## src/rtl/alu_pipe_if.sv

```systemverilog
// Handshake bundle for alu_pipe: issue-side operands/op/tag in, writeback-side result/flags/tag out.
// master drives operands and out_ready; slave (the ALU) drives in_ready and the result side.
interface alu_pipe_if #(
  parameter int WIDTH = 32,
  parameter int TAG_W = 4
);
  logic             in_valid;
  logic             in_ready;
  logic [3:0]       in_op;
  logic [WIDTH-1:0] in_a;
  logic [WIDTH-1:0] in_b;
  logic [TAG_W-1:0] in_tag;
  logic             out_valid;
  logic             out_ready;
  logic [WIDTH-1:0] out_res;
  logic [3:0]       out_flags;
  logic             out_err;
  logic [TAG_W-1:0] out_tag;

  modport master (
    output in_valid, in_op, in_a, in_b, in_tag, out_ready,
    input  in_ready, out_valid, out_res, out_flags, out_err, out_tag
  );

  modport slave (
    input  in_valid, in_op, in_a, in_b, in_tag, out_ready,
    output in_ready, out_valid, out_res, out_flags, out_err, out_tag
  );
endinterface

```

## src/rtl/alu_pipe.sv

```systemverilog
// Two-stage pipelined ALU, result 2 clk after accept, one per cycle; S2 holds and S1 fills under back-pressure.
// Optional macro ALU_SAT_EN: ops 0000/0001/0110 saturate to the signed range on overflow.
module alu_pipe #(
  parameter int WIDTH = 32,
  parameter int TAG_W = 4
) (
  input logic       clk,
  input logic       rst_n,
  alu_pipe_if.slave bus
);
  localparam logic [3:0] OP_ADD = 4'h0;
  localparam logic [3:0] OP_SUB = 4'h1;
  localparam logic [3:0] OP_MOV = 4'h2;
  localparam logic [3:0] OP_SBB = 4'h3;
  localparam logic [3:0] OP_INC = 4'h4;
  localparam logic [3:0] OP_DEC = 4'h5;
  localparam logic [3:0] OP_ADC = 4'h6;
  localparam logic [3:0] OP_AND = 4'h7;
  localparam logic [3:0] OP_OR  = 4'h8;
  localparam logic [3:0] OP_XOR = 4'h9;
  localparam logic [3:0] OP_NOT = 4'hA;
  localparam logic [3:0] OP_SHL = 4'hB;

  typedef struct packed {
    logic [3:0]       op;
    logic [WIDTH-1:0] a;
    logic [WIDTH-1:0] b;
    logic [TAG_W-1:0] tag;
  } s1_t;

  typedef struct packed {
    logic [WIDTH-1:0] res;
    logic [3:0]       flags;
    logic             err;
    logic [TAG_W-1:0] tag;
  } s2_t;

  s1_t  s1;
  s2_t  s2;
  s2_t  s2_next;
  logic s1_valid;
  logic s2_valid;
  logic s2_free;
  logic in_ready;

  logic [WIDTH-1:0] add_x;
  logic [WIDTH-1:0] add_y;
  logic             add_cin;
  logic [WIDTH:0]   sum;
  logic             add_v;
  logic [WIDTH-1:0] res;
  logic             c;
  logic             v;
  logic             err;

  assign s2_free  = !s2_valid || bus.out_ready;
  assign in_ready = !s1_valid || s2_free;

  // Every arithmetic op is one adder: A + y + cin, with subtraction as A + ~B (+1).
  assign add_x = s1.a;

  always_comb begin
    add_y   = '0;
    add_cin = 1'b0;
    case (s1.op)
      OP_ADD: add_y = s1.b;
      OP_SUB: begin
        add_y   = ~s1.b;
        add_cin = 1'b1;
      end
      OP_SBB: add_y = ~s1.b;
      OP_INC: add_cin = 1'b1;
      OP_DEC: add_y = '1;
      OP_ADC: begin
        add_y   = s1.b;
        add_cin = 1'b1;
      end
      default: ;
    endcase
  end

  assign sum   = {1'b0, add_x} + {1'b0, add_y} + {{WIDTH{1'b0}}, add_cin};
  assign add_v = (add_x[WIDTH-1] == add_y[WIDTH-1]) && (sum[WIDTH-1] != add_x[WIDTH-1]);

  always_comb begin
    res = '0;
    c   = 1'b0;
    v   = 1'b0;
    err = 1'b0;
    case (s1.op)
      OP_ADD, OP_SUB, OP_SBB, OP_INC, OP_DEC, OP_ADC: begin
        res = sum[WIDTH-1:0];
        c   = sum[WIDTH];
        v   = add_v;
      end
      OP_MOV: res = s1.a;
      OP_AND: res = s1.a & s1.b;
      OP_OR:  res = s1.a | s1.b;
      OP_XOR: res = s1.a ^ s1.b;
      OP_NOT: res = ~s1.a;
      OP_SHL: begin
        res = {s1.a[WIDTH-2:0], 1'b0};
        c   = s1.a[WIDTH-1];
      end
      default: err = 1'b1;
    endcase
`ifdef ALU_SAT_EN
    // Operand sign picks the rail; C and V still describe the unsaturated sum.
    if (v && (s1.op == OP_ADD || s1.op == OP_SUB || s1.op == OP_ADC)) begin
      res = add_x[WIDTH-1] ? {1'b1, {(WIDTH-1){1'b0}}} : {1'b0, {(WIDTH-1){1'b1}}};
    end
`endif
  end

  always_comb begin
    s2_next       = '0;
    s2_next.res   = res;
    s2_next.flags = {res[WIDTH-1], (res == '0), c, v};
    s2_next.err   = err;
    s2_next.tag   = s1.tag;
  end

  always_ff @(posedge clk or negedge rst_n) begin
    if (!rst_n) begin
      s1_valid <= 1'b0;
      s1       <= '0;
      s2_valid <= 1'b0;
      s2       <= '0;
    end else begin
      if (s2_free) begin
        s2_valid <= s1_valid;
        if (s1_valid) begin
          s2 <= s2_next;
        end
      end
      if (in_ready) begin
        s1_valid <= bus.in_valid;
        if (bus.in_valid) begin
          s1.op  <= bus.in_op;
          s1.a   <= bus.in_a;
          s1.b   <= bus.in_b;
          s1.tag <= bus.in_tag;
        end
      end
    end
  end

  assign bus.in_ready  = in_ready;
  assign bus.out_valid = s2_valid;
  assign bus.out_res   = s2.res;
  assign bus.out_flags = s2.flags;
  assign bus.out_err   = s2.err;
  assign bus.out_tag   = s2.tag;
endmodule

```

## src/flat_wrapper.sv

```systemverilog
// flat-port wrapper written by rule: the top's interface ports become plain ports
module alu_pipe_flat 
#(
  parameter int WIDTH = 32,
  parameter int TAG_W = 4
)
  (clk, rst_n, bus_in_valid, bus_in_op, bus_in_a, bus_in_b, bus_in_tag, bus_out_ready, bus_in_ready, bus_out_valid, bus_out_res, bus_out_flags, bus_out_err, bus_out_tag);
  alu_pipe_if #(.WIDTH(WIDTH), .TAG_W(TAG_W)) bus_i ();
  input logic clk;
  input logic rst_n;
  input wire logic [$bits(bus_i.in_valid)-1:0] bus_in_valid;
  input wire logic [$bits(bus_i.in_op)-1:0] bus_in_op;
  input wire logic [$bits(bus_i.in_a)-1:0] bus_in_a;
  input wire logic [$bits(bus_i.in_b)-1:0] bus_in_b;
  input wire logic [$bits(bus_i.in_tag)-1:0] bus_in_tag;
  input wire logic [$bits(bus_i.out_ready)-1:0] bus_out_ready;
  output wire logic [$bits(bus_i.in_ready)-1:0] bus_in_ready;
  output wire logic [$bits(bus_i.out_valid)-1:0] bus_out_valid;
  output wire logic [$bits(bus_i.out_res)-1:0] bus_out_res;
  output wire logic [$bits(bus_i.out_flags)-1:0] bus_out_flags;
  output wire logic [$bits(bus_i.out_err)-1:0] bus_out_err;
  output wire logic [$bits(bus_i.out_tag)-1:0] bus_out_tag;
  assign bus_i.in_valid = bus_in_valid;
  assign bus_i.in_op = bus_in_op;
  assign bus_i.in_a = bus_in_a;
  assign bus_i.in_b = bus_in_b;
  assign bus_i.in_tag = bus_in_tag;
  assign bus_i.out_ready = bus_out_ready;
  assign bus_in_ready = bus_i.in_ready;
  assign bus_out_valid = bus_i.out_valid;
  assign bus_out_res = bus_i.out_res;
  assign bus_out_flags = bus_i.out_flags;
  assign bus_out_err = bus_i.out_err;
  assign bus_out_tag = bus_i.out_tag;
  alu_pipe #(.WIDTH(WIDTH), .TAG_W(TAG_W)) u_core (.clk(clk), .rst_n(rst_n), .bus(bus_i));
endmodule
```

## config.mk

```make
export PLATFORM = sky130hd
export DESIGN_NAME = alu_pipe_flat
export DESIGN_NICKNAME = d
export VERILOG_FILES = /design/src/rtl/alu_pipe_if.sv /design/src/rtl/alu_pipe.sv /design/src/flat_wrapper.sv
export SDC_FILE = /design/constraint.sdc
export NUM_CORES = 1
export LEC_CHECK = 0
export BUFFER_PORTS_ARGS = -buffer_cell sky130_fd_sc_hd__buf_2
export CAP_MARGIN = 20
export CELL_PAD_IN_SITES_DETAIL_PLACEMENT = 2
export CELL_PAD_IN_SITES_GLOBAL_PLACEMENT = 2
export CORE_MARGIN = 2
export CORE_UTILIZATION = 33
export DETAILED_ROUTE_END_ITERATION = 7
export PLACE_DENSITY = 0.85
export SYNTH_ARGS = -nofsm -noshare
export SYNTH_HDL_FRONTEND = slang
export SYNTH_SLANG_ARGS = --single-unit
```

## constraint.sdc

```tcl
create_clock -name clk -period 4.95 [get_ports clk]
set_input_delay 0.2475 -clock clk [delete_from_list [all_inputs] [get_ports clk]]
set_output_delay 0.2475 -clock clk [all_outputs]
set_load 0.02 [all_outputs]
```

==> impl_metrics.tcl <==
set metrics [dict create \
    status "complete, no violations" \
    wire_per_inst_um 24.76 \
    num_antenna_cells 0 \
    drv_slew 0 \
    fmax_mhz 215.3 \
    grt_max_degree 73 \
    root_buffer "clkbuf_16" \
    synth_edf_count 0 \
    post-route-period-util_pct 93.85 \
    port_buffers 118 \
    numCtsBuffers 17 \
    tightest_slew_ps 1011 \
    final_util_pct 39.10 \
    ys_top_cells_by_area "dfrtp_1 (31%), ha_1 (13%), mux2_2 (9.0%), nand2_1 (4.6%), o211ai_1 (3.4%)" \
    fillers 3114 \
    synth_largest_area_cell "dfrtp_1" \
    drt.antenna.violating_nets 0 \
    io_pins 119 \
    yosys_warnings 0 \
    grt.total_usage_pct 25.88 \
    hold_path.class "in -> reg" \
    powerDensity_mw_per_mm2 463.3 \
    grt_pass1_vias 9529 \
    whs_path_depth 2 \
    netlist_top_cells_count "dfrtp_1 (114), nand2_1 (114), ha_1 (95), inv_1 (76), mux2_2 (74)" \
    final.setup.tns_ps 0 \
    async_reset_ff_share_pct 100.0 \
    rsz0062_at_grt "no" \
    antenna_found_initial 1 \
    fin_skew_ps 12.41 \
    synth_top_area_share_pct 30.68 \
    multi_input_area_mm2 0.005876 \
    path_clk_slew_ps 60 \
    setup_slack_ps 304.7 \
    cts_buffer_depth 2 \
    cts_tree "built" \
    path_class "reg -> reg" \
    setup_viol 0 \
    end_kind "flip-flop" \
    vdd_ir_drop_max_mv 0.1702 \
    cp_max_fo 16 \
    vias 8747 \
    syn-cell-area_mm2 0.009298 \
    rows 61 \
    synth_fp_nets 1189 \
    drc 0 \
    clkSinkCount 114 \
    fp.dieH_um 171.9 \
    holdWs_ps 42.61 \
    grt.overflow.total 0 \
    fin_nets 1285 \
    period_needed_ps 4645 \
    synth-seq-cells 114 \
    drive_gt1_share_pct 24.47 \
    drtPass1Iterations 5 \
    die_x_um 171.9 \
    synth_area_per_cell_um2 9.151 \
    fp.dieArea_mm2 0.02953 \
    cts_setup_buffers 0 \
    drt_iter0_drc 653 \
    yosys.cell_types.count 81 \
    syn_inst 1016 \
    cp-start-kind "flip-flop" \
    ff_latch_area_mm2 0.002855 \
    drt-total-wl_um 37190 \
    place_ws_ps 307.5 \
    h-tree-depth 4 \
    area_delta_synth_final_pct 16.83 \
    synth_ff_type "dfrtp_1" \
    grt_pass1_wl_um 57550 \
    leakagePower_uw 0.004930 \
    worstPathArrival_ps 5010 \
    initial_utilization_pct 33.47 \
    slew_headroom_pct 32.43 \
    rr_worst_depth 15 \
    required_ps 5310 \
    core_mm2 0.02778 \
    cap_violations 0 \
    yosysSeqAreaShare_pct 30.68 \
    gp_congestion 0.9656 \
    dpl.hpwl_um 27830 \
    finalHoldViolCount 0 \
    viasPerCell 5.824 \
    clk_latency_ps 440 \
]
==> sequential cells by signal, summed over array words and instances, names as in the netlist <==
| register | flops |
|---|---|
| u_core.s1 | 40 |
| u_core.bus.out_flags | 4 |
| u_core.bus.out_res | 31 |
| u_core.bus.out_valid | 1 |
| u_core.bus.out_tag | 4 |
| u_core.add_x | 32 |
| u_core.bus.out_err | 1 |
| u_core.s1_valid | 1 |
==> layout by cell type, fill, tap and decap left out, drive strengths merged, types with 5 or more instances in the layout <==
cell type	count
nand4	15
dfrtp	114
nand2	114
o21a	5
ha	95
a211oi	8
nand3	10
nor3	16
nor4	5
o211ai	44
clkbuf	21
a22o	19
o21ai	61
mux2i	10
inv	76
nor2	32
clkinv	6
o2111ai	5
a32o	5
o221ai	8
a21o	8
buf	143
o22ai	12
nand2b	7
mux2	74
a31oi	7
xnor2	30
xor2	18
a22oi	15
a221oi	12
a21oi	46
==> metal layers <==
metal | vias up | wire length [um] | share of wire [%] | track usage [%]
met2 | 235 | 17310 | 47 | 41.14
li1 | 3922 | - | - | -
met3 | 54 | 2105 | 5.7 | 5.814
met1 | 4534 | 16830 | 45 | 34.57
met5 | - | 13 | 0.035 | 0
met4 | 2 | 926 | 2.5 | 9.207
==> cell families (layout without fill, tap and decap cells) <==
family                     Yosys count  count (layout)  share of synthesized area (%)
buffers and inverters              143             251                          6.352
adders and majority gates           97              97                          13.21
xor gates and xnor gates            48              48                          4.522
muxes                               85              85                          10.28
AOI/OAI and AO/OA                  297             297                          22.96
DFF                                114             114                          30.68
and+or+nand+nor                    232             232                          11.99
==> worst paths after layout <==
path / start / end / slack, ps
setup / recovery: u_core.s1[68] / u_core.bus.out_flags[2] / 300
hold / removal: bus_in_a[31] / u_core.add_x[31] / 40
setup reg to reg: u_core.s1[68] / u_core.bus.out_flags[2] / 300
hold reg to reg: u_core.s1[0] / u_core.bus.out_tag[0] / 460
max in group asynchronous: rst_n / u_core.bus.out_res[25] / 3310
min in group asynchronous: rst_n / u_core.add_x[5] / 490
==> where the power goes <==
| part | leakage (uW) | internal [uW] | switching, uW |
|---|---|---|---|
| Clock | 0.000284 | 772 | 465 |
| Combinational | 0.00327 | 892 | 1510 |
| Sequential | 0.00138 | 1140 | 262 |
==> repair_timing <==
action                     4_1_cts  5_1_grt
setup endpoints to repair        0        1
hold endpoints to repair        39        0
hold buffers                     1        0
resized for setup                0        3
==> stage by stage <==
step	area, um^2	total power, uW	cells
finish	10860	5033	1502
global route	10860	5340	1502
CTS	10850	5032	1502
detailed placement	10260	3739	1470
global placement	10260	3619	1470
floorplan	9300	2895	1016
==> critical path, cell delays in order, from the launching register on <==
cell	delay, ps
dfrtp_1	560
nand2b_1	210
or2_2	130
a21oi_1	90
fa_1	460
fa_1	490
a211oi_2	420
o211ai_2	190
a211o_1	360
a31oi_4	210
nor4_1	70
or4_4	440
nor4_2	280
nand4_1	110
nor4_1	320
a32o_1	220
==> layout make-up <==
cell class,instances,share of cell area (%)
multi-input combinational,759,54.09
sequential,114,26.28
timing repair buffer,144,7.314
tap,378,4.354
clock buffer,21,4.331
inverter,76,2.626
clock inverter,10,1.002
No activity file was read; power rests on OpenSTA's default activity.
